==> src/rtl/spectrum_peak_finder_pkg.sv <==
// rtl/spectrum_peak_finder_pkg.sv - shared state encodings and result-field offsets
//
// Purpose: types and helpers shared by spectrum_peak_finder and its consumers.
//   pf_state_e           : frame-tracking states (ST_IDLE, ST_ACCUM)
//   res_idx_lsb/msb(..)  : bit positions of the bin-index field inside tdata_m
//                          ({index, peak}, peak in the low DW bits)
package spectrum_peak_finder_pkg;

    typedef enum logic [0:0] {
        ST_IDLE  = 1'b0,
        ST_ACCUM = 1'b1
    } pf_state_e;

    function automatic int res_idx_lsb(input int dw);
        return dw;
    endfunction

    function automatic int res_idx_msb(input int iw, input int dw);
        return iw + dw - 1;
    endfunction

endpackage

==> src/rtl/spectrum_peak_finder_peak_cmp.sv <==
// rtl/spectrum_peak_finder_peak_cmp.sv - clamp, strict compare and running-peak registers
//
// Purpose: holds the running peak magnitude and its bin index for the frame in progress.
// Ports:
//   clk, reset_n         : clock, asynchronous active-low reset
//   i_update             : an in-frame beat was accepted this cycle; commit o_next_*
//   i_load               : the beat starts a frame; peak restarts from this sample at bin 0
//   i_sample             : signed magnitude sample
//   i_index              : bin position of the sample (ignored on i_load)
//   o_next_peak/o_next_idx : peak/index including the current sample (combinational)
module spectrum_peak_finder_peak_cmp #(
    parameter int DW = 16,
    parameter int IW = 10
) (
    input  logic                 clk,
    input  logic                 reset_n,
    input  logic                 i_update,
    input  logic                 i_load,
    input  logic signed [DW-1:0] i_sample,
    input  logic        [IW-1:0] i_index,
    output logic        [DW-1:0] o_next_peak,
    output logic        [IW-1:0] o_next_idx
);

    logic [DW-1:0] r_peak;
    logic [IW-1:0] r_peak_idx;
    logic [DW-1:0] w_mag;
    logic          w_gt;

    // Negative magnitudes carry no energy; clamping keeps the compare unsigned.
    assign w_mag = i_sample[DW-1] ? '0 : i_sample;

    // Strict greater-than: the lowest bin keeps the peak on a tie.
    assign w_gt = (w_mag > r_peak);

    always_comb begin
        o_next_peak = r_peak;
        o_next_idx  = r_peak_idx;
        if (i_load) begin
            o_next_peak = w_mag;
            o_next_idx  = '0;
        end else if (w_gt) begin
            o_next_peak = w_mag;
            o_next_idx  = i_index;
        end
    end

    always_ff @(posedge clk or negedge reset_n) begin
        if (!reset_n) begin
            r_peak     <= '0;
            r_peak_idx <= '0;
        end else if (i_update) begin
            r_peak     <= o_next_peak;
            r_peak_idx <= o_next_idx;
        end
    end

endmodule

==> src/rtl/spectrum_peak_finder.sv <==
// rtl/spectrum_peak_finder.sv - per-frame peak magnitude and bin index finder
//
// Purpose: consumes a magnitude stream framed by tuser_s (first bin) / tlast_s (last bin)
// and emits one {peak_idx, peak} beat per completed frame.
// Optional feature macro: PEAK_THRESHOLD_EN adds input thresh; frames whose clamped
// peak is below thresh produce no result beat.
// Ports:
//   clk, reset_n, ce     : clock, asynchronous active-low reset, clock enable
//   tdata_s/tuser_s/tlast_s/tvalid_s/tready_s : magnitude input stream
//   tdata_m/tuser_m/tvalid_m/tready_m         : result stream, tuser_m = frame error
//   frame_err            : one-cycle pulse on any framing violation
module spectrum_peak_finder
    import spectrum_peak_finder_pkg::*;
#(
    parameter int DW        = 16,
    parameter int IW        = 10,
    parameter int FRAME_LEN = 1024
) (
    input  logic                 clk,
    input  logic                 reset_n,
    input  logic                 ce,
`ifdef PEAK_THRESHOLD_EN
    input  logic        [DW-1:0] thresh,
`endif
    input  logic signed [DW-1:0] tdata_s,
    input  logic                 tuser_s,
    input  logic                 tlast_s,
    input  logic                 tvalid_s,
    output logic                 tready_s,
    output logic [IW+DW-1:0]     tdata_m,
    output logic                 tuser_m,
    output logic                 tvalid_m,
    input  logic                 tready_m,
    output logic                 frame_err
);

    localparam logic [IW-1:0] LAST_IDX = IW'(FRAME_LEN - 1);
    localparam int IDX_LSB = res_idx_lsb(DW);
    localparam int IDX_MSB = res_idx_msb(IW, DW);

    pf_state_e        r_state;
    logic [IW-1:0]    r_index;
    logic [IW+DW-1:0] r_tdata_m;
    logic             r_tuser_m;
    logic             r_tvalid_m;
    logic             r_frame_err;

    logic          w_acc;
    logic          w_load;
    logic          w_in_frame;
    logic [IW-1:0] w_pos;
    logic          w_at_last;
    logic          w_done;
    logic          w_overrun;
    logic          w_err;
    logic          w_pass;
    logic          w_emit;
    logic [DW-1:0] w_next_peak;
    logic [IW-1:0] w_next_idx;

    assign tready_s = ce & ~(r_tvalid_m & ~tready_m);
    assign w_acc    = tvalid_s & tready_s;

    // A tuser beat always (re)starts a frame, whether idle or mid-frame.
    assign w_load     = w_acc & tuser_s;
    assign w_in_frame = w_load | (w_acc & (r_state == ST_ACCUM));
    assign w_pos      = w_load ? '0 : r_index;
    assign w_at_last  = (w_pos == LAST_IDX);
    assign w_done     = w_in_frame & tlast_s;
    // The last legal bin without tlast ends the frame here, so r_index never wraps.
    assign w_overrun  = w_in_frame & ~tlast_s & w_at_last;
    assign w_err      = (w_load & (r_state == ST_ACCUM))
                      | (w_done & ~w_at_last)
                      | w_overrun;

`ifdef PEAK_THRESHOLD_EN
    assign w_pass = (w_next_peak >= thresh);
`else
    assign w_pass = 1'b1;
`endif
    assign w_emit = w_done & w_pass;

    spectrum_peak_finder_peak_cmp #(
        .DW (DW),
        .IW (IW)
    ) u_peak_cmp (
        .clk         (clk),
        .reset_n     (reset_n),
        .i_update    (w_in_frame),
        .i_load      (w_load),
        .i_sample    (tdata_s),
        .i_index     (w_pos),
        .o_next_peak (w_next_peak),
        .o_next_idx  (w_next_idx)
    );

    always_ff @(posedge clk or negedge reset_n) begin
        if (!reset_n) begin
            r_state     <= ST_IDLE;
            r_index     <= '0;
            r_tdata_m   <= '0;
            r_tuser_m   <= 1'b0;
            r_tvalid_m  <= 1'b0;
            r_frame_err <= 1'b0;
        end else if (ce) begin
            r_frame_err <= w_err;

            if (r_tvalid_m && tready_m) begin
                r_tvalid_m <= 1'b0;
            end
            // Acceptance implies the slot is free or draining, so no result is overwritten.
            if (w_emit) begin
                r_tvalid_m                <= 1'b1;
                r_tdata_m[IDX_MSB:IDX_LSB] <= w_next_idx;
                r_tdata_m[DW-1:0]          <= w_next_peak;
                r_tuser_m                 <= ~w_at_last;
            end

            if (w_done || w_overrun) begin
                r_state <= ST_IDLE;
                r_index <= '0;
            end else if (w_in_frame) begin
                r_state <= ST_ACCUM;
                r_index <= w_pos + 1'b1;
            end
        end
    end

    assign tdata_m   = r_tdata_m;
    assign tuser_m   = r_tuser_m;
    assign tvalid_m  = r_tvalid_m;
    assign frame_err = r_frame_err;

endmodule

==> config.mk <==
export PLATFORM = sky130hd
export DESIGN_NAME = spectrum_peak_finder
export DESIGN_NICKNAME = d
export VERILOG_FILES = /design/src/rtl/spectrum_peak_finder_pkg.sv /design/src/rtl/spectrum_peak_finder_peak_cmp.sv /design/src/rtl/spectrum_peak_finder.sv
export SDC_FILE = /design/constraint.sdc
export NUM_CORES = 1
export LEC_CHECK = 0
export CAP_MARGIN = 30
export CELL_PAD_IN_SITES_DETAIL_PLACEMENT = 1
export CELL_PAD_IN_SITES_GLOBAL_PLACEMENT = 1
export CORE_ASPECT_RATIO = 0.6
export CORE_MARGIN = 5
export CORE_UTILIZATION = 42
export CTS_CLUSTER_SIZE = 30
export DETAILED_ROUTE_END_ITERATION = 10
export PLACE_DENSITY = 0.8
export REMOVE_ABC_BUFFERS = 1
export SETUP_SLACK_MARGIN = 0.5
export SLEW_MARGIN = 20
export SYNTH_ARGS = -nofsm -noshare
export SYNTH_HDL_FRONTEND = slang
export SYNTH_SLANG_ARGS = --single-unit
==> constraint.sdc <==
create_clock -name clk -period 3.2 [get_ports clk]
set_input_delay 0.8 -clock clk [delete_from_list [all_inputs] [get_ports clk]]
set_output_delay 0.8 -clock clk [all_outputs]
set_load 0.005 [all_outputs]
Yosys cells after proc, flatten, opt, wreduce, memory -nomap -nowiden
Index checks and enable logic that the tools add are counted.
{ "classes": {"addsub": 1, "n_lt_le_gt_ge": 1, "n_eq_ne": 1, "mux": 12, "n_bitwise": 17, "reduce_logical": 7} }
{ "ops": {"columns": ["op", "n"], "rows": [
  ["$mux 10", 5],
  ["$mux 16", 2],
  ["$gt 16x16->1", 1],
  ["$mux 15", 1],
  ["$add 10x1->10 const B", 1],
  ["$and 1x1->1", 10],
  ["$eq 10x10->1 const B", 1],
  ["$reduce_and 2->1", 3],
  ["$mux 1", 4],
  ["$not 1->1", 4],
  ["$reduce_bool 2->1", 2],
  ["$or 1x1->1", 3],
  ["$logic_and 1x1->1", 1],
  ["$logic_or 1x1->1", 1]
]} }
{ "word_totals": {"reg_bits": 66, "inputBits": 23, "output_inout_bits": 30, "elab_cells": 47} }

Logic depth before layout (Yosys ltp)
{ "logic_depth": {"depth_word": 12, "mapped_depth": 12, "depth_no_buf": 12} }

Cells and area by module
A second synthesis with hierarchy kept.
{ "hier_totals": {"cells_unflattened": 346, "area_unflattened_um2": 3776.1} }
{ "modules_own_cells": {"columns": ["mod", "n_inst", "cells_each", "area_each_um2", "seq_area_each_um2"], "rows": [
  ["spectrum_peak_finder_peak_cmp", 1, 192, 1944.4, 650.6],
  ["spectrum_peak_finder", 1, 154, 1831.8, 1001.0]
]} }

Least setup slack after synthesis
OpenSTA, ideal clock, no wires.
{ "synth_path": {"path_kind": "input to register", "from": "input port tdata_s[15]", "to": "register u_peak_cmp.r_peak[10]", "setup_ps": 125, "arrival_ps": 2920, "required_time_ps": 3075, "setup_slack_ps": 155, "cell_stages": 11, "n_path_buf": 3, "path_cell_list": "clkbuf_1 -> nor2b_1 -> ha_1 -> nand4b_4 -> nor4_2 -> o21ai_1 -> a31oi_1 -> buf_6 -> nand2_4 -> buf_6 -> mux2_4"} }
{ "synth_via": {"elab_chain_len": 4} }
{ "synth_rtl": {"columns": ["element", "line_no", "text"], "rows": [
  ["from (decl)", "spectrum_peak_finder.sv:25", "input logic signed [DW-1:0] tdata_s,"],
  ["$mux 15 (*)", "spectrum_peak_finder_peak_cmp.sv:31", "assign w_mag = i_sample[DW-1] ? '0 : i_sample;"],
  ["$gt 16x16->1", "spectrum_peak_finder_peak_cmp.sv:34", "assign w_gt = (w_mag > r_peak);"],
  ["$mux 16", "spectrum_peak_finder_peak_cmp.sv:42", "end else if (w_gt) begin"],
  ["$mux 16 (*)", "spectrum_peak_finder_peak_cmp.sv:39", "if (i_load) begin"],
  ["to (signal assigned)", "spectrum_peak_finder_peak_cmp.sv:53", "r_peak <= o_next_peak;"],
  ["to (decl)", "spectrum_peak_finder_peak_cmp.sv:25", "logic [DW-1:0] r_peak;"]
]} }
Every way passes the cells marked *; elsewhere a longest branch is shown, timed or not.
A chain may end at the register's enable or synchronous reset.

Worst setup path in the final report
{ "layout_path": {"from": "input port tdata_s[15]", "to": "register r_tdata_m[8], in the netlist tdata_m[8]"} }
{ "layout_via": {"elab_chain_len": 4} }
{ "layout_rtl": {"columns": ["element", "line_no", "text"], "rows": [
  ["$mux 15 (*)", "spectrum_peak_finder_peak_cmp.sv:31", null],
  ["$gt 16x16->1", "spectrum_peak_finder_peak_cmp.sv:34", null],
  ["$mux 16", "spectrum_peak_finder_peak_cmp.sv:42", null],
  ["$mux 16 (*)", "spectrum_peak_finder_peak_cmp.sv:39", null],
  ["to (signal, indexed assignment)", "spectrum_peak_finder.sv:114", "r_tdata_m[IDX_MSB:IDX_LSB] <= w_next_idx;"],
  ["to (signal, indexed assignment)", "spectrum_peak_finder.sv:115", "r_tdata_m[DW-1:0] <= w_next_peak;"],
  ["to (decl)", "spectrum_peak_finder.sv:43", "logic [IW+DW-1:0] r_tdata_m;"]
]} }
Marked as above.

==> flow_summary_export.csv <==
group,metric,value,unit
synth,yosysWarningCount,0,
synth,yosys_most_used_dff,"dfrtp_1",
synth,synth_xor_area_frac,0.00505,
synth,yosysUniqueCellTypes,46,
sta,worst_pin_slew,798,ps
detailed_routing,drtAntennaViolNets,0,
detailed_routing,wire_per_inst,28.5,um
floorplanning,io_pins,53,
sta,fin_skew,11.6,ps
place,placed_cells,513,
sta,layout_min_cycle_time,2900,ps
sta,fmax,344,MHz
finish,fin_area,5550,um2
detailed_routing,via_per_inst,6.12,
sta,max-slew-margin-rel,0.468,
cts,cts_buffer_depth,2,
detailed_routing,vias,3448,
finish,fin_util,0.696,
cts,cts_buffers,9,
detailed_routing,drt_wl_total,16100,um
synth,synth_top_family_by_area,"simple AND/OR/NAND/NOR gates",
sta,rsz0062_at_grt,"true",
detailed_routing,drc,0,
synth,ys_ff_latch,66,
place,hpwl,7400,um
run,drv_cap,0,
floorplanning,core,7980,um2
global_routing,grt_pass1_vias,3566,
cts,cts_tree,"done",
sta,maxSlewViolCount,0,
power_and_ir_drop,p_per_area,771,nW/um2
finish,area_delta_synth_final,59.8,%
finish,antennaDiodeCount,0,
setup_path,critPathCaptureType,"register",
global_routing,antenna_found_initial,0,
place,io_buffers,52,
synth,synth_cells,333,
synth,synth_compound_area_frac,0.126,
floorplanning,dieArea,10200,um2
global_routing,grt_remaining_overflow,0,
setup_path,startpoint_type,"input pin",
cts,cts_hold_buf,0,
setup_path,crit_type,"in2reg",
synth,yosysSeqAreaShare,0.476,
power_and_ir_drop,total_power,4.28,mW
place,place_area,4370,um2
synth,synth-edff-count,0,
finish,mostFrequentLayoutCell,"dfrtp_1",
synth,synthSimpleGateAreaFrac,0.167,
synth,synth_area_per_cell,10.4,um2
detailed_routing,dr.pass1.iters,5,
synth,synthArstFlopShare,1.00,
setup_path,critical_path.max_fanout,8,
sta,setup_viol,0,
sta,fin_crit_sh,0.908,
global_routing,grt_usage,0.284,
floorplanning,fp.dieH,80.4,um
place,routabilityCongestion,0.836,
finish,final_cell_mix,"dfrtp_1 (66), buf_4 (51), clkdlybuf4s50_1 (32)",
finish,drive_gt1_frac,0.387,
worst_hold_path,min_path_type,"reg2reg",
detailed_routing,drt_iter0_markers,319,
floorplanning,rows,25,
synth,synth_fa_ha_area_frac,0.0577,
cts,cts_root_buffer,"clkbuf_16",
cts,htree_levels,3,
finish,finalNonFillerCells,563,
global_routing,grt_max_degree,37,
sta,hold_viol_final,0,
power_and_ir_drop,leakagePower,2.55,nW
setup_path,cp.required,3420,ps
outcome,outcome,"finished, final reports clean",
power_and_ir_drop,ir_drop,409,uV
cts,clock_sinks,66,
global_routing,grt_pass1_wl,21600,um
synth,synthMuxAreaShare,0.126,
floorplanning,start_util,0.435,
finish,num-nets-final,490,
synth,netlist_area,3470,um2
cts,insertion_delay,350,ps
setup_path,critPathArrivalTime,3120,ps
cts,clkSlewWorstSetupHoldPaths,60,ps
floorplanning,dieWidth,127,um
==> sequential cells by signal, indices dropped and copies added, names as in the netlist <==
register / count
tvalid_m: 1
u_peak_cmp.r_peak: 16
tuser_m: 1
tdata_m: 26
frame_err: 1
u_peak_cmp.r_peak_idx: 10
r_state: 1
r_index: 10
==> where the power goes <==
group	switching (mW)	internal [mW]	total [mW]
Clock	0.386	0.518	0.904
Combinational	0.997	1.11	2.11
Sequential	0.212	1.05	1.27
Total	1.59	2.68	4.28
==> area by class of cell <==
class                   instances  area (um2)
clock inverters                 3        17.5
multi-input cells             233        2210
inverters                      20        80.1
flip-flops and latches         66        1650
repair buffers                121        1220
well taps                     108         135
clock buffers                  12         236
fillers                       788        2430
==> per-stage QoR <==
| step | setup WS [ps] | hold slack (ps) | TNS, ps |
|---|---|---|---|
| CTS | 512 | 490 | 0 |
| finish | 296 | 506 | 0 |
| detailed placement | -506 | 477 | -21990 |
| floorplan | -918 | 456 | -29490 |
| global route | 268 | 555 | 0 |
| global placement | -270 | 466 | -10530 |
==> synthesized netlist by cell type, types with 9 or more instances <==
cell type,count,area [um2]
mux2i_1,23,230
inv_1,20,75.1
nand2_1,31,116
dfrtp_1,66,1650
a22o_1,10,87.6
o21ai_0,12,60.1
nor2b_1,16,100
a21oi_1,23,115
nor2_1,23,86.3
nor3_1,9,45.0
ha_1,16,200
mux2_4,10,150
==> worst max-delay path, cell delays in order <==
cell     delay, ps
buf_12         110
buf_12         140
buf_6          120
nor2b_4        160
ha_4           180
buf_4          120
a21oi_2         50
o21ai_1        100
nand4_1        280
a31oi_4        360
buf_6          160
buf_16         130
mux2i_1        280
a21oi_1        120
==> repair_timing <==
item	in CTS	in global routing
pin swaps	32	32
setup endpoints to repair	66	61
cloned	3	1
setup buffers	18	13
resized for setup	103	55
==> kinds of logic after synthesis <==
logic type | after synthesis
xor gates and xnor gates | 2
AOI/OAI and AO/OA | 66
DFF | 66
muxes | 38
adders and majority gates | 16
and+or+nand+nor | 111
buffers and inverters | 34
==> worst paths after layout <==
kind / start / endpoint / slack [ps] / cells after the start
hold reg to reg: tdata_m[25]$_DFFE_PN0P_ / tdata_m[25]$_DFFE_PN0P_ / 510 / 2
hold / removal: tdata_m[25]$_DFFE_PN0P_ / tdata_m[25]$_DFFE_PN0P_ / 510 / 2
setup reg to reg: u_peak_cmp.r_peak[14]$_DFFE_PN0N_ / tdata_m[8]$_DFFE_PN0P_ / 600 / 10
max in group asynchronous: reset_n / r_index[1]$_DFFE_PN0P_ / 1970 / 2
min in group asynchronous: reset_n / tdata_m[11]$_DFFE_PN0P_ / 540 / 1
setup / recovery: tdata_s[15] / tdata_m[8]$_DFFE_PN0P_ / 300 / 14
==> layer usage <==
| metal | wire [um] | share of wire | track usage |
|---|---|---|---|
| met1 | 6750 | 0.42 | 0.353 |
| met2 | 7590 | 0.47 | 0.489 |
| met3 | 1050 | 0.065 | 0.0724 |
| met4 | 683 | 0.042 | 0.0878 |
| met5 | 0 | 0 | 0 |
Note: power is estimated with default switching activity, not from simulation.
==> RTL edit 1: new RTL, same flow settings <==
Add a define of `PEAK_THRESHOLD_EN`.
--- a/src/rtl/spectrum_peak_finder.sv
+++ b/src/rtl/spectrum_peak_finder.sv
@@ -9,6 +9,8 @@
 //   tdata_s/tuser_s/tlast_s/tvalid_s/tready_s : magnitude input stream
 //   tdata_m/tuser_m/tvalid_m/tready_m         : result stream, tuser_m = frame error
 //   frame_err            : one-cycle pulse on any framing violation
+`define PEAK_THRESHOLD_EN
+
 module spectrum_peak_finder
     import spectrum_peak_finder_pkg::*;
 #(
Interface: changed (added thresh); port bits go from 53 to 69. No check against the original RTL was run, so the function may have changed too.
==> RTL edit 1 against the original RTL <==
  * The run now fails in 4_1_cts
  * Synthesized cell count increased by 24%
  * Synthesized area increased by 15%
==> RTL edit 1: results (changes against the original RTL) <==
stage	metric	value	unit	change
clock_network	cts_inserted_buffers	9		unchanged
synth	ys_async_sr_fraction	100	%	unchanged
clock_network	clock_path_buffers	2		unchanged
clock_network	cts-resized-gates	257		was 103
synth	ys_seq_area_share	41.5	%	was 47.6%
place	gp_congestion	0.878		was 0.836
clock_network	cts_setup_buffers	120		was 18
clock_network	ctsRootBufferMaster	clkbuf_16		unchanged
outcome	error_line	[ERROR DPL-0033] detailed placement checks failed during check placement.		
outcome	haltStage	4_1_cts		
synth	synthTopCellsByCount	66 x dfrtp_1, 51 x inv_1, 50 x nand2_1		was 66 x dfrtp_1, 31 x nand2_1, 23 x a21oi_1, 23 x mux2i_1, 23 x nor2_1
synth	synth_ff_type	dfrtp_1		unchanged
place	place_ws	-1.96	ns	was -0.506 ns
synth	synth.area.top_cells	dfrtp_1 41%, ha_1 10%, mux2i_1 6.5%		was dfrtp_1 48%, mux2i_1 6.6%, ha_1 5.8%
outcome	status	aborted with a tool error		was finished clean
clock_network	cts_sinks	66		unchanged
place	numPortBuffers	68		was 52
synth	synth_cell_types	45		was 46
clock_network	h-tree-depth	3		unchanged
place	dp_hpwl	9940	um	was 7400 um
synth	ys_warn_count	0		unchanged
-- RTL edit 1: changes by cell type after synthesis, sizes merged, moves of 10 or more --
cell	delta
nand2	+18
nor2	-16
ha	+16
o21ai	+27
nor2b	-11
inv	+31
nand2b	+15
a21oi	-10
-- RTL edit 1: kinds of logic after synthesis --
family                   count (synthesis)  share of synthesized area (%)
XOR/XNOR                                 1                          0.220
AND/OR/NAND/NOR                        120                           15.9
flip-flops                              66                           41.5
AO/OA/AOI/OAI                           87                           15.0
multiplexers                            41                           10.8
buffers and inverters                   67                           6.66
adder cells (fa/ha/maj)                 32                           10.1
-- RTL edit 1: per-stage QoR --
stage / cell area, sq um / std cells / TNS [ns] / hold slack (ns)
floorplan: 3910 / 398 / -64.33 / 0.450
detailed placement: 5330 / 663 / -61.11 / 0.474
global placement: 5330 / 663 / -54.72 / 0.464
==> RTL edit 2: new RTL, same settings <==
Made on the original files. Register the output `frame_err` once more, cleared by the reset; this adds one clock of latency there. The other outputs are not delayed to match. Comments in the files are not updated.
--- a/src/rtl/spectrum_peak_finder.sv
+++ b/src/rtl/spectrum_peak_finder.sv
@@ -129,7 +129,13 @@
     assign tdata_m   = r_tdata_m;
     assign tuser_m   = r_tuser_m;
     assign tvalid_m  = r_tvalid_m;
-    assign frame_err = r_frame_err;
+    always_ff @(posedge clk or negedge reset_n) begin
+        if (!reset_n) begin
+            frame_err <= '0;
+        end else begin
+            frame_err <= r_frame_err;
+        end
+    end
 
 endmodule
 
Formal check against the unedited RTL: not equivalent (Yosys sat finds a counterexample within 4 cycles, from zero or initial values and one cycle with reset_n low).
==> RTL edit 2 against the original RTL <==
  * Clock power rose by 18%
  * Final area rose by 4.4%
  * Clock skew fell by 0.0016 ns
  * Non-clock buffer count rose by 9
  * Sequential cell count rose by 1
  * Synthesized area rose by 0.72%
  * Wire length rose by 13%
  * Total power rose by 9.7%
  * Worst setup slack got worse by 0.11 ns
  * Largest cell class unchanged
==> RTL edit 2: results (changes against the original RTL) <==
stage	metric	value	unit	change
power_and_ir_drop	peakVddDrop	648	uV	was 409 uV
drt	via_per_inst	6.47		was 6.12
place	dpl_cell_area	0.00441	sq mm	was 0.00437 sq mm
global_routing	grt_max_degree	68		was 37
min_path	min_path_type	input pin to asynchronous set/reset pin		was flop to flop
place	dp_hpwl	7250	um	was 7400 um
worst_setup_path	worstReg2RegStart	u_peak_cmp.r_peak[8]		was u_peak_cmp.r_peak[14]
layout	final_net_count	500		was 490
worst_setup_path	critPathLaunch	tdata_s[4]		was tdata_s[15]
global_routing	grtUsageTotal	29.7	%	was 28.4%
global_routing	met3_usage	7.64	%	was 7.24%
layout	fillers	746		was 788
worst_setup_path	path_delay_family	simple AND/OR/NAND/NOR gates		was buffers and inverters
outcome	status	finished clean		unchanged
drt	wl_met2	8360	um	was 7590 um
synth	synth.area.top_cells	dfrtp_1 48%, mux2i_1 6.6%, ha_1 5.7%		was dfrtp_1 48%, mux2i_1 6.6%, ha_1 5.8%
timing	skew	0.0100	ns	was 0.0116 ns
drt	drt_wl_total	18100	um	was 16100 um
global_routing	gr-usage-met2	49.5	%	was 48.9%
worst_setup_path	slowest_delay	0.47	ns	was 0.36 ns
synth	ys_seq_area_share	47.9	%	was 47.6%
drt	wl_met1	7090	um	was 6750 um
timing	worstMarginPinSlew	0.891	ns	was 0.798 ns
layout	final_layout_size_suffix_gt1_share	42.3	%	was 38.7%
place	gp_congestion	0.852		was 0.836
floorplanning	dieWidth	128	um	was 127 um
-- RTL edit 2: power by group --
part	leakage (nW)	total [W]	switching [W]	internal, W
clock	0.144	0.00107	0.000424	0.000647
combinational	1.61	0.00231	0.00111	0.00121
sequential	0.872	0.00131	0.000240	0.00107
total	2.63	0.00469	0.00177	0.00292
-- RTL edit 2: what timing repair did --
action,CTS,global route
pin swaps,37,35
gates resized for setup,114,64
setup endpoints to repair,66,64
buffers inserted,25,14
gates cloned,1,1
-- RTL edit 2: worst paths after layout --
check / endpoint / slack (ns)
max: tdata_m[20] / 0.18
min: tdata_m[0] / 0.44
max reg2reg: tdata_m[20] / 0.40
min reg2reg: frame_err / 0.44
max in group asynchronous: u_peak_cmp.r_peak[10] / 2.40
min in group clk: frame_err / 0.44
-- RTL edit 2: kinds of logic (layout without fill, tap and decap cells) --
family                     after synthesis  after routing  share of synthesized area (%)
DFF                                     67             67                           47.9
adders and majority gates               16             16                           5.72
buffers and inverters                   34            166                           4.29
muxes                                   38             38                           12.5
and+or+nand+nor                        111            111                           16.6
xor gates and xnor gates                 2              2                          0.501
AOI/OAI and AO/OA                       66             66                           12.5
-- RTL edit 2: through the flow --
step,cells,setup TNS [ns],util (%),worst slack (ns),hold slack [ns]
floorplan,320,-29.49,-,-0.918,0.347
global placement,516,-8.49,55.3,-0.246,0.366
detailed placement,516,-21.41,55.3,-0.551,0.357
CTS,558,0,67.7,0.428,0.386
global route,574,0,72.7,0.155,0.426
finish,574,0,72.7,0.183,0.436
-- RTL edit 2: layout make-up --
type                    count  area share [%]
clock buffers              11            4.36
clock inverters             5            1.06
inverters                  20            1.30
multi-input cells         233            39.8
flip-flops and latches     67            28.9
well taps                 108            2.33
repair buffers            130            22.2
